[config.mk]
export PLATFORM = sky130hd
export DESIGN_NAME = qam_mapper_us
export DESIGN_NICKNAME = d
export VERILOG_FILES = /design/src/rtl/qam_mapper_us.sv
export SDC_FILE = /design/constraint.sdc
export NUM_CORES = 1
export LEC_CHECK = 0
export CAP_MARGIN = 5
export CORE_ASPECT_RATIO = 0.8
export CORE_MARGIN = 1
export CORE_UTILIZATION = 52
export CTS_CLUSTER_SIZE = 20
export DETAILED_ROUTE_END_ITERATION = 8
export GPL_TIMING_DRIVEN = 1
export PLACE_DENSITY = 0.8
export RECOVER_POWER = 50
export SYNTH_ARGS = -nofsm -noshare
export SYNTH_HDL_FRONTEND = slang
export SYNTH_SLANG_ARGS = --single-unit
[constraint.sdc]
create_clock -name clk -period 4.8 [get_ports clk]
set_input_delay 0.48 -clock clk [delete_from_list [all_inputs] [get_ports clk]]
set_output_delay 0.48 -clock clk [all_outputs]
set_load 0.1 [all_outputs]
[src/rtl/qam_mapper_us.sv]
// qam_mapper_us: bit-buffered QPSK/16/64-QAM mapper with zero-stuffed upsampling.
// Optional QAM_GRAY_EN Gray-decodes each I/Q half before level mapping.
module qam_mapper_us #(
    parameter int DIN_W = 8,
    parameter int OUT_W = 16,
    parameter int OSR   = 4,
    parameter int SCALE = 1024
) (
    input  logic                    clk,
    input  logic                    reset,
    input  logic [DIN_W-1:0]        din,
    input  logic                    din_valid,
    output logic                    din_ready,
    input  logic [1:0]              mode,
    output logic signed [OUT_W-1:0] dout_i,
    output logic signed [OUT_W-1:0] dout_q,
    output logic                    DOUT_VALID,
    output logic                    underrun,
    output logic                    mode_err
);
    localparam int BW = 2 * DIN_W;
    localparam int CW = $clog2(BW + 1);
    localparam int PW = (OSR > 1) ? $clog2(OSR) : 1;

    logic [BW-1:0]           r_buf;
    logic [CW-1:0]           r_cnt;
    logic [PW-1:0]           r_phase;
    logic [1:0]              r_mode;
    logic                    r_started;
    logic                    r_dv;
    logic                    r_underrun;
    logic                    r_mode_err;
    logic signed [OUT_W-1:0] r_di;
    logic signed [OUT_W-1:0] r_dq;

    logic [1:0]    w_m;
    logic [CW-1:0] w_k;
    logic [CW-1:0] w_kt;
    logic [CW-1:0] w_rem;
    logic [PW-1:0] w_ph_nxt;
    logic [5:0]    w_top;
    logic [2:0]    w_vi;
    logic [2:0]    w_vq;
    logic [2:0]    w_gi;
    logic [2:0]    w_gq;
    logic [2:0]    w_lm1;
    logic          w_take;
    logic          w_acc;

    function automatic logic signed [OUT_W-1:0] amp(input logic [2:0] v, input logic [2:0] lm1);
        return OUT_W'(($signed({1'b0, v}) * 2 - $signed({1'b0, lm1})) * SCALE);
    endfunction

    assign din_ready  = (r_cnt <= CW'(DIN_W));
    assign dout_i     = r_di;
    assign dout_q     = r_dq;
    assign DOUT_VALID = r_dv;
    assign underrun   = r_underrun;
    assign mode_err   = r_mode_err;

    always_comb begin
        w_m      = (r_mode == 2'd3) ? 2'd0 : r_mode;
        w_k      = (w_m == 2'd0) ? CW'(2) : (w_m == 2'd1) ? CW'(4) : CW'(6);
        w_lm1    = (w_m == 2'd0) ? 3'd1 : (w_m == 2'd1) ? 3'd3 : 3'd7;
        w_top    = r_buf[BW-1 -: 6];
        w_vi     = (w_m == 2'd0) ? {2'b0, w_top[5]} : (w_m == 2'd1) ? {1'b0, w_top[5:4]} : w_top[5:3];
        w_vq     = (w_m == 2'd0) ? {2'b0, w_top[4]} : (w_m == 2'd1) ? {1'b0, w_top[3:2]} : w_top[2:0];
`ifdef QAM_GRAY_EN
        w_gi     = w_vi ^ (w_vi >> 1) ^ (w_vi >> 2);
        w_gq     = w_vq ^ (w_vq >> 1) ^ (w_vq >> 2);
`else
        w_gi     = w_vi;
        w_gq     = w_vq;
`endif
        w_take   = (r_phase == '0) && (r_cnt >= w_k);
        w_acc    = din_valid && din_ready;
        w_kt     = w_take ? w_k : '0;
        w_rem    = r_cnt - w_kt;
        w_ph_nxt = (r_phase == PW'(OSR - 1)) ? '0 : r_phase + PW'(1);
    end

    // Oldest bit sits at the buffer MSB; new words are appended just below the survivors.
    always_ff @(posedge clk or negedge reset) begin
        if (!reset) begin
            r_buf      <= '0;
            r_cnt      <= '0;
            r_phase    <= '0;
            r_mode     <= 2'd0;
            r_started  <= 1'b0;
            r_dv       <= 1'b0;
            r_underrun <= 1'b0;
            r_mode_err <= 1'b0;
            r_di       <= '0;
            r_dq       <= '0;
        end else begin
            r_buf <= (r_buf << w_kt) | (w_acc ? ({din, {DIN_W{1'b0}}} >> w_rem) : '0);
            r_cnt <= w_rem + (w_acc ? CW'(DIN_W) : '0);
            if (w_acc)
                r_started <= 1'b1;
            if (r_cnt == '0 && r_phase == '0) begin
                r_mode <= mode;
                if (mode == 2'd3)
                    r_mode_err <= 1'b1;
            end
            if (r_phase != '0) begin
                r_di    <= '0;
                r_dq    <= '0;
                r_dv    <= 1'b1;
                r_phase <= w_ph_nxt;
            end else if (w_take) begin
                r_di    <= amp(w_gi, w_lm1);
                r_dq    <= amp(w_gq, w_lm1);
                r_dv    <= 1'b1;
                r_phase <= w_ph_nxt;
            end else begin
                r_di <= '0;
                r_dq <= '0;
                r_dv <= 1'b0;
                if (r_started)
                    r_underrun <= 1'b1;
            end
        end
    end
endmodule

==> impl_metrics.ini, run 1 <==
[route]
via_count = 1898
drt_iter0_drc = 148
dr.pass1.iters = 4
wl_per_cell_um = 14.97
ant_nets = 0
drc = 0
wirelength_mm = 5.030
routed_via_density = 5.649

[status]
status = finished, violations left
violations = capacitance limit, slew limit

[setup_path]
critical_path.max_stage_delay_ps = 540
r2r_cells = 15
critPathSlowestCell = nor3_1
critical_path.cell_chain = inv_1 -> ha_1 -> inv_1 -> ha_1 -> nor2b_1 -> o21ai_0 -> nand2_1 -> nor2_2 -> inv_1 -> ha_1 -> nor3_1 -> a31o_2 -> nor3_1 -> nand2_1 -> o221ai_1
crit_path_start_kind = flip-flop
r2r_slack_ps = 450
worstSetupEndpointType = flip-flop
critPathKind = flip-flop to flip-flop
worstPathRequired_ps = 5010
cp_max_fo = 11
critical_path_arrival_ps = 4560

[timing]
fin_crit_sh = 0.9066
worst_slew_pin_slew_ps = 1935
min_period_ps = 4352
fin_skew_ps = 9.697
final.setup.tns_ps = 0
slew_headroom = -0.2897
finalSetupViolations = 0
maxSlewViolCount = 38
rsz0062_at_grt = false
timing_hold_violations_final = 0
fmax_mhz = 229.8

[die]
initial_core_util = 0.5422
row_count = 22
core_area_um2 = 4569
fp.dieW_um = 79.17
die_area_um2 = 5046
io_pins = 49
die_h_um = 63.74

[job]
drv_cap = 1

[synthesis]
synth_common_cells = dfrtp_1, buf_4, nand2_1
synth_area_leaders = dfrtp_1, buf_4, mux2i_1
ys_seq_elements = 37
synth_top_cell_by_area = dfrtp_1
synth_area_um2 = 2477
synth-edff-count = 0
avgSynthCellArea_um2 = 9.870
ys.flop_type = dfrtp_1
post-synth-top-count-cell = dfrtp_1
ys_async_sr_fraction = 1.000
ys_seq_area_frac = 0.3737
yosysUniqueCellTypes = 50
syn_inst = 251
yosysTopAreaCellShare = 0.3737
ys_warn_count = 0

[finish]
final_layout_size_suffix_gt1_frac = 0.1123
syn2layout_area_growth_pct = 12.37
final-seq-area_um2 = 925.9
diodes = 0
fill_cells = 407
nets = 300
multi_input_area_um2 = 1320

[min_path]
min_path_cells = 1
hold_path.class = flip-flop to flip-flop

[clock_network]
cts_tree = built
post_cts_buffers = 0
clk_latency_ps = 300
h-tree-depth = 2
clk_path_buf_depth = 2
clk_pin_slew_worst_paths_ps = 80
cts.sinks = 37
cts-root-buf = clkbuf_8
cts_buffers = 5

[global_routing]
grt_pass1_wl_mm = 8.369
antenna_found_initial = 0
track_usage = 0.2186
grt_max_degree = 38
first_global_vias = 1658
overflow = 0

[placed_design]
dp_hpwl_mm = 3.832
portBuffers = 28
gp_congestion = 0.8512
-- layout make-up --
class	instances	share of cell area
well taps	60	0.02697
clock inverters	2	0.004944
inverters	16	0.02157
repair buffers	32	0.1101
multi-input cells	183	0.4742
clock buffers	6	0.02966
flip-flops and latches	37	0.3326
-- final timing paths --
kind,from,end
min in group asynchronous,reset,mode_err
hold / removal,r_started,r_started
max in group asynchronous,reset,r_buf[2]
setup / recovery,r_mode[1],r_buf[12]
hold reg to reg,r_started,r_started
setup reg to reg,r_mode[1],r_buf[12]
-- cells in the final DEF (no fill, tap or decap), types with 4 or more instances in the layout --
cell and instances:
o221ai_1 7, dfrtp_1 37, conb_1 20, clkbuf_8 6, nor2_1 17, ha_1 10, clkdlybuf4s50_1 27, o21ai_0 8
nor3_1 5, mux2_2 10, mux4_2 4, inv_1 15, nand3_1 8, mux2i_1 13, a22oi_1 4, a22o_1 4
a21oi_1 5, nand2_1 21
-- what timing repair did --
item,CTS,global route
hold buffers,0,0
resized for setup,0,1
endpoints found under the hold margin,0,0
setup endpoints to repair,0,1
-- cells by family (layout without fill, tap and decap cells) --
group / Yosys count / after routing / synth area share
other cells: 1 / 20 / 0.001514
xor+xnor: 5 / 5 / 0.01768
fa+ha+maj: 12 / 12 / 0.06667
compound gates: 51 / 51 / 0.1581
buf+inv: 50 / 56 / 0.1202
flops: 37 / 37 / 0.3737
mux: 27 / 27 / 0.1343
simple gates: 68 / 68 / 0.1278
-- state kept, by name, indices dropped and copies added, names as in the netlist --
signal,flops
DOUT_VALID,1
dout_i,5
dout_q,4
mode_err,1
r_buf,16
r_cnt,4
r_mode,2
r_phase,2
r_started,1
underrun,1
-- critical path, delay by kind of cell, from the launching register on --
kind | cells | cell delay [ps]
simple gates | 6 | 1660
fa+ha+maj | 3 | 980
compound gates | 3 | 840
flops | 1 | 410
buf+inv | 3 | 380
-- through the flow --
step | hold WS (ps) | cell area (um^2) | setup WS [ps] | utilization | instances
after floorplan | 184.4 | 2549 | 1282 | - | 270
after global placement | 454.5 | 2696 | 660.4 | 0.5901 | 328
after detailed placement | 459.3 | 2696 | 407.5 | 0.5901 | 328
after CTS | 477.3 | 2793 | 357.5 | 0.6112 | 336
after global routing | 486.7 | 2784 | 185.4 | 0.6093 | 336
final | 471.3 | 2784 | 448.3 | 0.6093 | 336
-- routing by layer --
layer  part of all wire  GRT usage  vias to the layer above
met1               0.47     0.3232                      909
met3              0.053    0.03714                        9
met5                  0          0                        -
li1                   -          -                      899
met2               0.46     0.3157                       81
met4              0.019    0.08864                        0
Power of run 1 is left out: the tool's default activity adds up to more than one toggle a clock period on the data nets, which glitch-free logic cannot reach.
==> run 2, diff against run 1 <==
Settings changed: CORE_UTILIZATION 52 to 60, DONT_BUFFER_PORTS set to 1, PLACE_DENSITY 0.8 to 0.76.
==> impl_metrics.ini, run 2 (synthesized netlist as in run 1, its figures left out) <==
[status]
status = finished, violations left
violations = capacitance limit, slew limit

[timing]
fmax_mhz = 232.7
min_period_ps = 4297
fin_skew_ps = 8.531
fin_crit_sh = 0.8951
maxSlewViolCount = 38
final.setup.tns_ps = 0
slew_headroom = -0.2739
fin_ws_ps = 503.4
rsz0062_at_grt = false
worst_slew_pin_slew_ps = 1911
timing_hold_violations_final = 0
finalSetupViolations = 0

[clock_network]
cts-root-buf = clkbuf_8
hold_buffers = 1
cts_tree = built
h-tree-depth = 2
clk_pin_slew_worst_paths_ps = 80
cts.sinks = 37
clk_path_buf_depth = 2
cts_buffers = 5
ctsResizeCount = 0
clk_latency_ps = 290
post_cts_buffers = 0

[job]
drv_cap = 1

[setup_path]
critPathSlowestCell = fa_1
crit_buf_inv = 4
critical_path.cell_chain = inv_1 -> ha_1 -> inv_1 -> ha_1 -> nor2b_1 -> o21ai_0 -> nand2_1 -> nor2_1 -> buf_4 -> fa_1 -> clkinv_1 -> nand2_1 -> a22oi_1 -> a211o_1 -> a311o_1
worstPathRequired_ps = 4970
critPathTopFamily = adder cells
critical_path.max_stage_delay_ps = 790
critPathKind = flip-flop to flip-flop
worstSetupEndpointType = flip-flop
critical_path_arrival_ps = 4470
cp_max_fo = 11
crit_path_start_kind = flip-flop

[die]
row_count = 20
io_pins = 49
fp.dieW_um = 73.84
core_area_um2 = 3879
die_h_um = 59.48
die_area_um2 = 4392
initial_core_util = 0.6387

[finish]
largest_reg_flops = 16
final_layout_size_suffix_gt1_frac = 0.1474
final_cell_mix = dfrtp_1, nand2_1, conb_1, nor2_1, inv_1
diodes = 0
syn2layout_area_growth_pct = 2.121
final_common_cell = dfrtp_1
nets = 276
final_core_util = 0.6523
top_register = r_buf

[route]
routed_via_density = 6.056
dr.pass1.iters = 5
via_count = 1853
drt_iter0_drc = 112
ant_nets = 0
wl_per_cell_um = 16.30
wirelength_mm = 4.989
drc = 0

[global_routing]
antenna_found_initial = 0
grt_max_degree = 38
grt_pass1_wl_mm = 8.618
overflow = 0
first_global_vias = 1799
track_usage = 0.2693

[min_path]
hold_path.class = primary input to flip-flop

[placed_design]
dp_slack_ps = 595.7
portBuffers = 0
gp_congestion = 0.9051
dp_hpwl_mm = 3.736
-- run 2: changes by cell type in the layout (fill, tap and decap cells not counted), sizes merged --
cell	delta
clkbuf	+1
buf	+3
clkdlybuf4s50	-27
clkinv	-2
dlygate4sd3	-1
clkinvlp	+1
-- run 2: layer usage --
layer  vias to the layer above  share of wire  GRT usage
li1                        857              -          -
met1                       882           0.45     0.3682
met2                        97           0.45     0.4076
met3                        17          0.079    0.07993
met4                         0          0.021    0.09615
met5                         -              0          0
-- run 2: final timing paths --
path                               to  depth (start not counted)       from  slack [ps]
max                          r_buf[7]                         15  r_mode[1]         500
min in group asynchronous  dout_i[10]                          1      reset         710
min                         r_mode[1]                          1    mode[1]         330
min reg2reg                 r_started                          1  r_started         470
max in group asynchronous  dout_i[14]                          1      reset        2860
max reg2reg                  r_buf[7]                         15  r_mode[1]         500
-- run 2: cell type report --
type | instances | area (um^2)
flip-flops and latches | 37 | 929.6
fillers | 310 | 1349
repair buffers | 8 | 52.55
clock buffers | 6 | 82.58
well taps | 55 | 68.82
clock inverters | 1 | 7.507
inverters | 16 | 60.06
multi-input cells | 183 | 1329
-- run 2: through the flow --
step | cells | hold slack [ps] | cell area, um^2
2_1_floorplan | 270 | 184.4 | 2549
3_3_place_gp | 298 | 185.1 | 2440
3_5_place_dp | 298 | 185.2 | 2440
4_1_cts | 306 | 24.64 | 2550
5_1_grt | 306 | 324.4 | 2530
6_report | 306 | 334.2 | 2530
Power of run 2 is left out for the same reason.
==> run 3, diff against run 2 <==
Settings changed: CORE_ASPECT_RATIO 0.8 to unset.
==> impl_metrics.ini, run 3 (synthesized netlist as in run 1, its figures left out) <==
[clock_network]
clk_path_buf_depth = 2
cts-root-buf = clkbuf_8
cts.sinks = 37
cts_tree = built
clk_pin_slew_worst_paths_ps = 70
clk_latency_ps = 290
h-tree-depth = 2
cts_buffers = 5
ctsResizeCount = 0

[finish]
diodes = 0
final_cell_mix = dfrtp_1, nand2_1, conb_1, nor2_1, inv_1
syn2layout_area_growth_pct = 1.161
final_cells = 297
nets = 274
final_layout_size_suffix_gt1_frac = 0.1406
final_common_cell = dfrtp_1
largest_reg_flops = 16
top_register = r_buf

[die]
initial_core_util = 0.6522
io_pins = 49
row_count = 22
die_h_um = 66.26
die_area_um2 = 4390
core_area_um2 = 3799
fp.dieW_um = 66.26

[setup_path]
crit_buf_inv = 3
worstSetupEndpointType = flip-flop
critical_path.max_stage_delay_ps = 560
crit_path_start_kind = flip-flop
critPathTopFamily = adder cells
cp_max_fo = 11
critPathSlowestCell = nor2_1
worstPathRequired_ps = 4980
critical_path.cell_chain = inv_1 -> ha_1 -> inv_1 -> ha_1 -> nor2b_1 -> o21ai_0 -> nand2_1 -> nor2_1 -> fa_1 -> clkinv_1 -> nand2_1 -> a22oi_1 -> a211o_1 -> a311o_1
critical_path_arrival_ps = 4430
critPathKind = flip-flop to flip-flop

[job]
drv_cap = 1

[route]
dr.pass1.iters = 5
ant_nets = 0
via_count = 1783
drt_iter0_drc = 128
wirelength_mm = 4.926
wl_per_cell_um = 16.59
routed_via_density = 6.003
drc = 0

[timing]
timing_hold_violations_final = 0
fin_crit_sh = 0.8855
rsz0062_at_grt = false
worst_slew_pin_slew_ps = 1888
holdWs_ps = 333.5
final.setup.tns_ps = 0
maxSlewViolCount = 38
fmax_mhz = 235.3
fin_skew_ps = 6.750
finalSetupViolations = 0
min_period_ps = 4251
slew_headroom = -0.2584

[global_routing]
track_usage = 0.2569
grt_max_degree = 38
first_global_vias = 1717
met1_usage = 0.3337
antenna_found_initial = 0
grt_pass1_wl_mm = 8.238
gr-usage-met2 = 0.3903
gr-usage-met3 = 0.07241
overflow = 0
grt-busiest-layer = met2

[min_path]
hold_path.class = primary input to flip-flop

[placed_design]
gp_congestion = 0.8757
dp_hpwl_mm = 3.711
portBuffers = 0
dp_cells = 289

[status]
status = finished, violations left
violations = capacitance limit, slew limit
-- run 3: layout make-up --
type | instances | area [um^2]
Timing Repair Buffer | 6 | 37.54
Clock inverter | 1 | 7.507
Sequential cell | 37 | 929.6
Fill cell | 318 | 1292
Inverter | 16 | 60.06
Multi-Input combinational cell | 183 | 1329
Tap cell | 48 | 60.06
Clock buffer | 6 | 82.58
-- run 3: final timing paths --
path                                 from         end  slack [ps]  depth (start not counted)
worst max-delay path            r_mode[1]    r_buf[7]         550                         14
worst min-delay path              mode[1]   r_mode[1]         330                          1
worst max register to register  r_mode[1]    r_buf[7]         550                         14
worst min register to register  r_started   r_started         500                          1
max in group asynchronous           reset  dout_i[10]        2880                          1
min in group asynchronous           reset    r_cnt[2]         710                          1
-- run 3: worst reg2reg max path: stages, from the launching register on --
cell      delay [ps]
dfrtp_1          400
inv_1             60
ha_1             360
inv_1            170
ha_1             310
nor2b_1           60
o21ai_0          300
nand2_1          300
nor2_1           560
fa_1             530
clkinv_1         300
nand2_1          130
a22oi_1           70
a211o_1          300
a311o_1          300
-- run 3: per-layer routing --
metal	wire length, um	vias up
met3	290	15
li1	-	843
met4	134	0
met1	2198	848
met5	0	-
met2	2302	77
-- run 3: timing repair --
item,4_1_cts,5_1_grt
hold buffers,1,0
hold endpoints to repair,37,0
setup buffers,0,0
-- run 3: metrics by stage --
step / utilization / setup slack, ps / instance area [um^2]
3_5_place_dp: 0.6360 / 562.9 / 2416
4_1_cts: 0.6650 / 548.5 / 2526
5_1_grt: 0.6598 / 193.0 / 2506
3_3_place_gp: 0.6360 / 796.2 / 2416
2_1_floorplan: - / 1282 / 2549
6_report: 0.6598 / 549.5 / 2506
Power of run 3 is left out for the same reason.
